File: config.mk
export PLATFORM = sky130hd
export DESIGN_NAME = mem_arbiter
export DESIGN_NICKNAME = d
export VERILOG_FILES = /design/src/rtl/mem_arb_pkg.sv /design/src/rtl/mem_arb_starve.sv /design/src/rtl/mem_arbiter.sv
export SDC_FILE = /design/constraint.sdc
export NUM_CORES = 1
export LEC_CHECK = 0
export BUFFER_PORTS_ARGS = -buffer_cell sky130_fd_sc_hd__buf_2
export CAP_MARGIN = 5
export CORE_MARGIN = 1
export CORE_UTILIZATION = 30
export CTS_BUF_LIST = sky130_fd_sc_hd__clkbuf_4
export DETAILED_ROUTE_END_ITERATION = 12
export PLACE_DENSITY_LB_ADDON = 0.12
export SYNTH_ARGS = -nofsm -noshare
export SYNTH_HDL_FRONTEND = slang
export SYNTH_HIERARCHICAL = 1
export SYNTH_SLANG_ARGS = --single-unit
File: constraint.sdc
create_clock -name clk -period 3.07 [get_ports clk]
set_input_delay 0.921 -clock clk [delete_from_list [all_inputs] [get_ports clk]]
set_output_delay 0.921 -clock clk [all_outputs]
set_load 0.01 [all_outputs]
File: src/rtl/mem_arb_pkg.sv
// mem_arb_pkg: shared types and constants for the mem_arbiter slice.
//   arb_state_e    - arbiter sequencer states, one per memory command plus RESP
//   ARB_STARVE_MAX - data grants tolerated while a fetch waits (fair build)
//   STARVE_CW      - width of the starvation counter
package mem_arb_pkg;

  typedef enum logic [2:0] {
    IDLE     = 3'd0,
    DATA     = 3'd1,
    FETCH_HI = 3'd2,
    FETCH_LO = 3'd3,
    RESP     = 3'd4
  } arb_state_e;

  localparam int ARB_STARVE_MAX = 4;
  localparam int STARVE_CW      = 3;

endpackage

File: src/rtl/mem_arb_starve.sv
// mem_arb_starve: saturating count of data grants issued while a fetch waits.
// Only instantiated when MEM_ARB_FAIR_EN is defined.
// Ports:
//   clk, rst      - clock, async active-low reset
//   dm_grant_i    - data grant issued this cycle (IDLE only)
//   if_pend_i     - fetch request pending
//   if_grant_i    - fetch grant issued this cycle; clears the count
//   starve_o      - count has reached ARB_STARVE_MAX; next grant goes to fetch
module mem_arb_starve
  import mem_arb_pkg::*;
(
  input  logic clk,
  input  logic rst,
  input  logic dm_grant_i,
  input  logic if_pend_i,
  input  logic if_grant_i,
  output logic starve_o
);

  localparam logic [STARVE_CW-1:0] CNT_MAX = STARVE_CW'(ARB_STARVE_MAX);

  logic [STARVE_CW-1:0] cnt_q;
  logic [STARVE_CW-1:0] cnt_d;

  // Next count: clear on fetch grant, saturate at CNT_MAX otherwise.
  always_comb begin
    cnt_d = cnt_q;
    if (if_grant_i) begin
      cnt_d = {STARVE_CW{1'b0}};
    end else if (dm_grant_i && if_pend_i && (cnt_q != CNT_MAX)) begin
      cnt_d = cnt_q + {{(STARVE_CW-1){1'b0}}, 1'b1};
    end else begin
      cnt_d = cnt_q;
    end
  end

  // Counter register.
  always_ff @(posedge clk or negedge rst) begin
    if (!rst) begin
      cnt_q <= {STARVE_CW{1'b0}};
    end else begin
      cnt_q <= cnt_d;
    end
  end

  assign starve_o = (cnt_q == CNT_MAX);

endmodule

File: src/rtl/mem_arbiter.sv
// mem_arbiter: shares one single-port 16-bit memory between instruction fetch
// (two word reads per 32-bit instruction) and the data stage (one access).
// Optional feature: define MEM_ARB_FAIR_EN to bound fetch starvation; without
// it data has strict priority.
// Ports:
//   clk, rst                      - clock, async active-low reset
//   if_req/if_addr/if_flush       - fetch request, high-half address, jump flush
//   if_ack/if_instr               - fetch completion pulse and instruction
//   dm_req/dm_wr/dm_addr/dm_wdata - data request and command
//   dm_ack/dm_rdata               - data completion pulse and read data
//   stall_if/stall_dm             - req & ~ack per port (combinational)
//   mem_req/mem_wr/mem_addr/mem_wdata - memory command, held until mem_ack
//   mem_ack/mem_rdata             - memory completion pulse and read data
module mem_arbiter
  import mem_arb_pkg::*;
#(
  parameter int AW = 16
) (
  input  logic          clk,
  input  logic          rst,
  input  logic          if_req,
  input  logic [31:0]   if_addr,
  input  logic          if_flush,
  output logic          if_ack,
  output logic [31:0]   if_instr,
  input  logic          dm_req,
  input  logic          dm_wr,
  input  logic [15:0]   dm_addr,
  input  logic [15:0]   dm_wdata,
  output logic          dm_ack,
  output logic [15:0]   dm_rdata,
  output logic          stall_if,
  output logic          stall_dm,
  output logic          mem_req,
  output logic          mem_wr,
  output logic [AW-1:0] mem_addr,
  output logic [15:0]   mem_wdata,
  input  logic          mem_ack,
  input  logic [15:0]   mem_rdata
);

  arb_state_e    state_q;
  logic          kill_q;
  logic          resp_if_q;
  logic          dm_ack_q;
  logic [31:0]   if_instr_q;
  logic [15:0]   dm_rdata_q;
  logic          mem_req_q;
  logic          mem_wr_q;
  logic [AW-1:0] mem_addr_q;
  logic [15:0]   mem_wdata_q;

  logic fetch_ok_s;
  logic grant_if_s;
  logic grant_dm_s;
  logic unused_if_addr_s;

  // Only the low AW bits of the fetch address reach the memory.
  assign unused_if_addr_s = &{1'b0, if_addr};

  assign fetch_ok_s = if_req & ~if_flush;

`ifdef MEM_ARB_FAIR_EN
  logic starve_s;

  mem_arb_starve u_starve (
    .clk        (clk),
    .rst        (rst),
    .dm_grant_i (grant_dm_s),
    .if_pend_i  (if_req),
    .if_grant_i (grant_if_s),
    .starve_o   (starve_s)
  );

  // Fetch wins in IDLE when data is absent or the fetch has starved.
  assign grant_if_s = (state_q == IDLE) & fetch_ok_s & (~dm_req | starve_s);
`else
  // Strict data priority.
  assign grant_if_s = (state_q == IDLE) & fetch_ok_s & ~dm_req;
`endif

  assign grant_dm_s = (state_q == IDLE) & dm_req & ~grant_if_s;

  // Sequencer: one state per memory command, RESP drives the acks.
  always_ff @(posedge clk or negedge rst) begin
    if (!rst) begin
      state_q     <= IDLE;
      kill_q      <= 1'b0;
      resp_if_q   <= 1'b0;
      dm_ack_q    <= 1'b0;
      if_instr_q  <= 32'h0000_0000;
      dm_rdata_q  <= 16'h0000;
      mem_req_q   <= 1'b0;
      mem_wr_q    <= 1'b0;
      mem_addr_q  <= {AW{1'b0}};
      mem_wdata_q <= 16'h0000;
    end else begin
      case (state_q)
        IDLE: begin
          kill_q    <= 1'b0;
          resp_if_q <= 1'b0;
          dm_ack_q  <= 1'b0;
          if (grant_dm_s) begin
            mem_req_q   <= 1'b1;
            mem_wr_q    <= dm_wr;
            mem_addr_q  <= AW'(dm_addr);
            mem_wdata_q <= dm_wdata;
            state_q     <= DATA;
          end else if (grant_if_s) begin
            mem_req_q  <= 1'b1;
            mem_wr_q   <= 1'b0;
            mem_addr_q <= if_addr[AW-1:0];
            state_q    <= FETCH_HI;
          end else begin
            state_q <= IDLE;
          end
        end
        DATA: begin
          if (mem_ack) begin
            mem_req_q <= 1'b0;
            if (!mem_wr_q) begin
              dm_rdata_q <= mem_rdata;
            end else begin
              dm_rdata_q <= dm_rdata_q;
            end
            dm_ack_q <= 1'b1;
            state_q  <= RESP;
          end else begin
            state_q <= DATA;
          end
        end
        FETCH_HI: begin
          kill_q <= kill_q | if_flush;
          if (mem_ack) begin
            // A flushed fetch lets the in-flight read finish, then skips the low half.
            if (kill_q || if_flush) begin
              mem_req_q <= 1'b0;
              state_q   <= IDLE;
            end else begin
              if_instr_q[31:16] <= mem_rdata;
              mem_addr_q        <= mem_addr_q + AW'(1);
              state_q           <= FETCH_LO;
            end
          end else begin
            state_q <= FETCH_HI;
          end
        end
        FETCH_LO: begin
          kill_q <= kill_q | if_flush;
          if (mem_ack) begin
            mem_req_q <= 1'b0;
            if (kill_q || if_flush) begin
              state_q <= IDLE;
            end else begin
              if_instr_q[15:0] <= mem_rdata;
              resp_if_q        <= 1'b1;
              state_q          <= RESP;
            end
          end else begin
            state_q <= FETCH_LO;
          end
        end
        RESP: begin
          resp_if_q <= 1'b0;
          dm_ack_q  <= 1'b0;
          state_q   <= IDLE;
        end
        default: begin
          mem_req_q <= 1'b0;
          resp_if_q <= 1'b0;
          dm_ack_q  <= 1'b0;
          state_q   <= IDLE;
        end
      endcase
    end
  end

  // A flush arriving in RESP still suppresses the fetch ack.
  assign if_ack    = resp_if_q & ~if_flush & ~kill_q;
  assign dm_ack    = dm_ack_q;
  assign if_instr  = if_instr_q;
  assign dm_rdata  = dm_rdata_q;
  assign mem_req   = mem_req_q;
  assign mem_wr    = mem_wr_q;
  assign mem_addr  = mem_addr_q;
  assign mem_wdata = mem_wdata_q;
  assign stall_if  = if_req & ~if_ack;
  assign stall_dm  = dm_req & ~dm_ack;

endmodule

==> summary.md, run 1 <==
| Metric | Value |
|---|---|
| Run status | finished clean |
| Die ar. | 13700 um^2 |
| Sequential fraction of the synthesis area | 55.4% |
| H-tree levels | 3 |
| R2r worst-path depth | 4 |
| Number of flops mapped to enable cells by yosys | 0 |
| Total number of clock tree sinks | 88 |
| Kind of cell adding the most delay to the critical path | simple AND/OR/NAND/NOR gates |
| Number of vias per cell after detailed routing | 4.84 |
| Vias after detailed routing | 3332 |
| Switch Pwr | 1940 uW |
| Required time at the worst-slack endpoint | 2.15 ns |
| Count of input and output buffers | 156 |
| Post-synth top area share | 55.4% |
| Setup repair after global routing missed its margin | false |
| Footprint of the multi-input gates | 1650 um^2 |
| CTS Root Buffer Type | clkbuf_4 |
| Shortest period the worst path allows | 2.55 ns |
| Largest vdd supply drop | 0.393 mV |
| Die width | 117 um |
| First-pass iteration count of the detailed router | 5 |
| Global-route total usage across every layer | 16.2% |
| Clock skew after layout | 0.0133 ns |
| Via count of the first global-routing pass | 3155 |
| Cell accounting for the most synthesized area | dfrtp_1 |
| Weighted congestion reported at the end of routability-driven placement | 0.776 |
| Power per cell area | 943 nW/um^2 |
| Leakage power total | 0.00264 uW |
| Period utilisation layout | 83.0% |
| Seq. cell area | 2200 um^2 |
| Clk pin slew, worst setup/hold paths | 0.16 ns |
| Part of the total power dissipated in the clock network | 12.9% |
| Top cell by count, worst path | buf_2 |
| Number of buffers on the longest clock path | 2 |
| Max-Slew Margin vs Limit | 45.0% |
| Upper clock frequency limit | 393 MHz |
| Setup TNS | 0 ns |
| Vertical die dimension | 117 um |
| Critical path peak fanout | 6 |
| Number of top-level design ports | 173 |
| Hold buffer count at cts | 0 |
| Worst R2R Setup Slack | 0.90 ns |
| Arrival time reported for the critical path endpoint | 1.63 ns |
| Leftover overflow at the end of global routing | 0 |
| Share of synthesized flip-flops with an asynchronous set or reset | 100% |
| Syn_nets | 442 |
| Largest cells by area after synthesis | dfrtp_1 (55%), mux2_2 (11%), nand2_1 (6.3%) |
| Final Instance Area | 5090 um^2 |
| Slowest stage delay, CP | 0.21 ns |
| Number of nets in the layout | 597 |
| Internal power summed over all cells | 2860 uW |
| Slowest library cell on the worst path | and2_1 |
| Total of cells resized after clock tree synthesis | 0 |
| Setup repair bufs after CTS | 0 |
| Clock tree from TritonCTS | done |
| Number of hold violations in the final report | 0 |
| Fill cell instance count of the final layout | 1296 |
| Number of placement rows | 41 |
| Number of antenna violations at the first check in global routing | 2 |
| Maxcap violations | 0 |
| Critical path startpoint category | input port |
| Slew Viols, Final | 0 |
| Synth-to-Final Area Change | 28.0% |
| Mean routed wirelength per cell | 15.5 um |
| Area after detailed placement | 4960 um^2 |
| Type of the tightest min-delay check | input port to asynchronous set/reset pin |
| ANT nets after route | 0 |
| Buffers and inverters on the worst path | 2 |
| Largest net degree at the start of global routing | 55 |
| Launching point of the worst reg2reg path | state_q[2]$_DFF_PN0_ |
| Initial Util | 31.1% |
| First-iteration detailed-routing DRC count | 122 |
| Worst skew pair latency | 0.46 ns |
| Average instance area after synthesis | 11.2 um^2 |
| Slew @ Worst Pin | 0.826 ns |
| Total clock buffers created by CTS | 9 |
| Total DRC errors in the routed layout | 0 |
| Net Sw Frac | 40.4% |
| Count of synthesis-stage warnings from yosys | 6 |
| Sequential share of power | 42.8% |
| CORE AREA | 12800 um^2 |
| Worst Path Class, Setup | input port to output pin |
| Setup-violating endpoint count in the final report | 0 |
| Number of distinct standard cells referenced by the synthesized netlist | 47 |
| Capturing element type of the critical path | output pin |
| Wire length of the first global-routing pass | 16600 um |
| Dominant register cell in the synthesized netlist | dfrtp_1 |
| Total wire length | 10600 um |
| Post-synth top cells | dfrtp_1 (88), nand2_1 (67), mux2_2 (38) |
| Combinational fraction of design power | 44.3% |
| Top-count cell post-synth | dfrtp_1 |
| Detailed Place HPWL | 7570 um |
| Critical path cell sequence | buf_2 > nor2_1 > and2_1 > nor2b_1 > buf_2 |
| Synth Register Bits | 88 |
| Share of layout cells above drive strength 1 | 45.9% |
| Cell area after synthesis | 3980 um^2 |
| R2R Path End | mem_addr[5]$_DFFE_PN0P_ |
| Cell count after synthesis | 354 |
## layer usage
metal | vias up | part of all wire (%) | wire [um] | track usage [%]
li1 | 1576 | - | - | -
met1 | 1634 | 43 | 4570 | 20.5
met2 | 106 | 48 | 5140 | 25.5
met3 | 14 | 6.5 | 696 | 5.51
met4 | 2 | 2.0 | 214 | 6.41
met5 | - | 0.094 | 10 | 0
## power by group through the flow
stage	clock, uW	combinational, uW	sequential [uW]
after CTS	651	2170	2060
after global placement	0	2150	2060
after global routing	691	2370	2130
final	618	2130	2050
after floorplan	0	1120	2230
after detailed placement	0	2160	2080
## cells in the final DEF, fill, tap and decap left out, drive strengths merged, types with 2 or more instances in the layout
| cell type | netlist | layout |
|---|---|---|
| a41oi | 3 | 3 |
| nand3 | 6 | 6 |
| and2 | 2 | 2 |
| inv | 3 | 6 |
| o21ai | 12 | 12 |
| mux2 | 48 | 48 |
| dfrtp | 88 | 88 |
| clkbuf | 8 | 9 |
| mux2i | 3 | 3 |
| a22oi | 2 | 2 |
| a2bb2oi | 2 | 2 |
| a21oi | 20 | 20 |
| nand2 | 67 | 67 |
| nor2b | 3 | 3 |
| a32oi | 2 | 2 |
| buf | 14 | 166 |
| o22a | 9 | 9 |
| diode | 0 | 2 |
| clkinv | 0 | 4 |
| nor3 | 5 | 5 |
| nor2 | 18 | 18 |
| nand4 | 4 | 4 |
| o22ai | 5 | 5 |
| and3 | 8 | 8 |
| a22o | 5 | 5 |
## cells by family (layout without fill, tap and decap cells)
family | count (synthesis) | count (layout) | synth area share [%]
and+or+nand+nor | 119 | 119 | 13.8
other | 0 | 2 | 0
AOI/OAI and AO/OA | 70 | 70 | 11.9
muxes | 51 | 51 | 15.3
buffers and inverters | 25 | 185 | 3.30
adders and majority gates | 1 | 1 | 0.315
DFF | 88 | 88 | 55.4
## registers in the layout, summed over array words and instances, names as in the netlist
name,cells
dm_ack,1
state_q,3
mem_wr,1
dm_rdata,16
mem_addr,16
if_instr,32
resp_if_q,1
mem_req,1
mem_wdata,16
kill_q,1
## stage by stage
stage                     util, %  worst slack (ns)  instances  hold slack (ns)  power, uW
after floorplan                 -             0.781        354            0.511       3350
after global placement       38.9             0.475        670            0.454       4200
after detailed placement     38.9             0.445        670            0.457       4240
after CTS                    39.8             0.510        686            0.386       4880
after global routing         39.9             0.441        688            0.401       5190
final                        39.9             0.522        688            0.396       4800
## cell type report
class                           count  area share (%)
Inverter                            3           0.221
Sequential cell                    88            43.2
Antenna cell                        2          0.0983
Clock buffer                        9            1.33
Timing Repair Buffer              166            17.3
Tap cell                          172            4.23
Clock inverter                      7            1.08
Multi-Input combinational cell    241            32.5
## worst reg2reg max path, stage by stage, from the launching register on
cell and delay (ns):
dfrtp_1 0.57, or4b_1 0.92, mux2i_1 0.30, a22oi_1 0.09, o22a_1 0.20
## worst max-delay path by stage
| stage | slack (ns) | start | cells past startpoint | to |
|---|---|---|---|---|
| final | 0.52 | if_flush | 5 | stall_if |
| after global routing | 0.44 | if_flush | 5 | stall_if |
| after CTS | 0.51 | if_flush | 5 | stall_if |
| after detailed placement | 0.44 | dm_req | 5 | mem_addr[5]$_DFFE_PN0P_ |
| after global placement | 0.47 | dm_req | 5 | mem_addr[5]$_DFFE_PN0P_ |
| after floorplan | 0.78 | if_flush | 3 | stall_if |
Note: power is estimated with default switching activity, not from simulation.
==> run 2, diff against run 1 <==
--- a/config.mk
+++ b/config.mk
@@ -5,6 +5,7 @@
 export SDC_FILE = /design/constraint.sdc
 export NUM_CORES = 1
 export LEC_CHECK = 0
+export ABC_AREA = 1
 export BUFFER_PORTS_ARGS = -buffer_cell sky130_fd_sc_hd__buf_2
 export CAP_MARGIN = 5
 export CORE_MARGIN = 1
==> constraint.sdc (replaced) <==
create_clock -name clk -period 2.4 [get_ports clk]
set_input_delay 0.72 -clock clk [delete_from_list [all_inputs] [get_ports clk]]
set_output_delay 0.72 -clock clk [all_outputs]
set_load 0.01 [all_outputs]
==> run 2 against run 1 <==
- synthesized cell count is 49% higher
- sequential power rose by 29%
- routed wire length rose by 4.9%
- flip-flop and latch count is the same
==> summary.md, run 2 <==
| Metric | Value |
|---|---|
| Vertical die dimension | 119 um |
| Run status | finished clean |
| Critical path cell sequence | nor2_1 > inv_1 > nor2_1 > nor2_1 > buf_2 |
| Largest net degree at the start of global routing | 50 |
| H-tree levels | 3 |
| Total of cells resized after clock tree synthesis | 0 |
| Period utilisation layout | 89.3% |
| Leftover overflow at the end of global routing | 0 |
| Count of synthesis-stage warnings from yosys | 6 |
| Setup repair after global routing missed its margin | false |
| Capturing element type of the critical path | output pin |
| Fill cell instance count of the final layout | 1440 |
| Clk pin slew, worst setup/hold paths | 0.15 ns |
| Die ar. | 14100 um^2 |
| Critical path startpoint category | flip-flop |
| Sequential fraction of the synthesis area | 53.9% |
| Slew Viols, Final | 0 |
| Worst skew pair latency | 0.45 ns |
| Vias after detailed routing | 3843 |
| Buffers and inverters on the worst path | 2 |
| Share of layout cells above drive strength 1 | 27.4% |
| Total wire length | 11200 um |
| Top-count cell post-synth | nand2_1 |
| ANT nets after route | 0 |
| Startpoint of the worst setup timing path | kill_q$_DFFE_PN0P_ |
| Clock skew after layout | 0.0215 ns |
| Total clock buffers created by CTS | 9 |
| Wire length of the first global-routing pass | 18600 um |
| Cell count after synthesis | 527 |
| Count of antenna diodes in the layout | 0 |
| Number of distinct standard cells referenced by the synthesized netlist | 25 |
| Upper clock frequency limit | 467 MHz |
| Non-Filler Instances | 865 |
| Initial Util | 30.8% |
| Power per cell area | 1240 nW/um^2 |
| Dominant register cell in the synthesized netlist | dfrtp_1 |
| Footprint of the multi-input gates | 1580 um^2 |
| Arrival time reported for the critical path endpoint | 1.42 ns |
| Number of nets in the layout | 773 |
| Largest vdd supply drop | 0.483 mV |
| Commonest non-fill, non-tap cell in the layout | nand2_1 |
| Flip-flop count of the largest register, all copies and words added | 32 |
| Cell area after synthesis | 4080 um^2 |
| Highest-count cells in the layout ignoring fill and taps | nand2_1 (205), buf_2 (155), dfrtp_1 (88), o21ai_0 (68), inv_1 (53) |
| First-iteration detailed-routing DRC count | 196 |
| Setup-violating endpoint count in the final report | 0 |
| First-pass iteration count of the detailed router | 5 |
| Weighted congestion reported at the end of routability-driven placement | 0.792 |
| Area after detailed placement | 5080 um^2 |
| Critical path peak fanout | 3 |
| Required time at the worst-slack endpoint | 1.68 ns |
| Number of stages on the worst setup path | 5 |
| Utilization after layout | 39.4% |
| CORE AREA | 13200 um^2 |
| Number of buffers on the longest clock path | 2 |
| CTS Root Buffer Type | clkbuf_4 |
| Number of hold violations in the final report | 0 |
| Maxcap violations | 0 |
| Number of placement rows | 42 |
| Share of synthesized flip-flops with an asynchronous set or reset | 100% |
| Total number of clock tree sinks | 88 |
| Mean routed wirelength per cell | 12.9 um |
| Cell accounting for the most synthesized area | dfrtp_1 |
| Worst R2R Setup Slack | 0.54 ns |
| Type of the tightest min-delay check | input port to asynchronous set/reset pin |
| Detailed Place HPWL | 8060 um |
| CP Capture Point | stall_if |
| Launching point of the worst reg2reg path | state_q[0]$_DFF_PN0_ |
| Synth-to-Final Area Change | 27.8% |
| Setup TNS | 0 ns |
| Leakage power total | 0.00296 uW |
| Number of flops mapped to enable cells by yosys | 0 |
| Number of top-level design ports | 173 |
| Post-synth top cells | nand2_1 (205), dfrtp_1 (88), o21ai_0 (68) |
| Post-synth top area share | 53.9% |
| Top cell by count, worst path | nor2_1 |
| Placed Cells | 850 |
| Max-Slew Margin vs Limit | 54.9% |
| Global-route total usage across every layer | 16.8% |
| Count of input and output buffers | 156 |
| R2r worst-path depth | 7 |
| Die width | 119 um |
| Syn_nets | 615 |
| Total DRC errors in the routed layout | 0 |
| Shortest period the worst path allows | 2.14 ns |
| Number of antenna violations at the first check in global routing | 0 |
| Clock tree from TritonCTS | done |
| Slowest library cell on the worst path | dfrtp_1 |
| Largest cells by area after synthesis | dfrtp_1 (54%), nand2_1 (19%), o21ai_0 (8.3%) |
| Slew @ Worst Pin | 0.675 ns |
| Synth Register Bits | 88 |
| Worst Path Class, Setup | flip-flop to output pin |
| Average instance area after synthesis | 7.75 um^2 |
| Setup repair bufs after CTS | 0 |
| Via count of the first global-routing pass | 3820 |
| Kind of cell adding the most delay to the critical path | flip-flops |
| Slowest stage delay, CP | 0.40 ns |
| Number of vias per cell after detailed routing | 4.44 |
| Seq. cell area | 2200 um^2 |
| R2R Path End | mem_addr[11]$_DFFE_PN0P_ |
| Final Instance Area | 5220 um^2 |
| Worst hold slack after final layout | 0.121 ns |
| Hold buffer count at cts | 0 |
## run 2: cell types whose count changed after synthesis, sizes merged, moves of 6 or more
cell   delta
mux2     -48
o22a      -9
buf       -6
and3      -8
nor2     +20
nand3    +19
o21ai    +56
nand2   +139
a21oi    -12
inv      +53
## run 2: how the worst min path moves through the flow
stage | slack, ns | from | cells past startpoint | to
floorplan | 0.42 | rst | 0 | dm_ack$_DFFE_PN0P_
detailed placement | 0.46 | mem_wdata[4]$_DFFE_PN0P_ | 2 | mem_wdata[4]$_DFFE_PN0P_
global route | 0.09 | rst | 1 | mem_addr[2]$_DFFE_PN0P_
finish | 0.12 | rst | 1 | mem_addr[3]$_DFFE_PN0P_
global placement | 0.46 | mem_wdata[2]$_DFFE_PN0P_ | 2 | mem_wdata[2]$_DFFE_PN0P_
CTS | 0.06 | rst | 1 | mem_addr[3]$_DFFE_PN0P_
## run 2: final cells by class
| cell class | count | share of cell area, % |
|---|---|---|
| timing repair buffer | 166 | 16.7 |
| tap | 176 | 4.22 |
| sequential | 88 | 42.2 |
| clock inverter | 6 | 1.29 |
| inverter | 56 | 4.03 |
| clock buffer | 9 | 1.29 |
| multi-input combinational | 364 | 30.3 |
## run 2: logic make-up (layout without fill, tap and decap cells)
family	count (synthesis)	after routing	synth area share (%)
AOI/OAI and AO/OA	86	86	11.1
xor gates and xnor gates	1	1	0.215
adders and majority gates	1	1	0.306
buffers and inverters	75	237	7.36
DFF	88	88	53.9
and+or+nand+nor	276	276	27.1
## run 2: through the flow
step,setup slack (ns),total power (uW)
6_report,0.257,6490
4_1_cts,0.172,6620
2_1_floorplan,0.442,4490
3_3_place_gp,0.252,5650
5_1_grt,0.0960,7140
3_5_place_dp,0.259,5720
## run 2: report_power, final
group / total, uW / switching [uW] / internal (uW)
registers: 2640 / 480 / 2160
clock network: 865 / 547 / 318
logic: 2990 / 1850 / 1140
total: 6490 / 2870 / 3620
## run 2: metal layers
metal	global-route usage (%)	wire [um]	up-vias
met1	20.9	5010	1776
met3	4.25	576	7
met5	0	0	-
met4	6.88	95	0
met2	27.5	5470	89
li1	-	-	1971
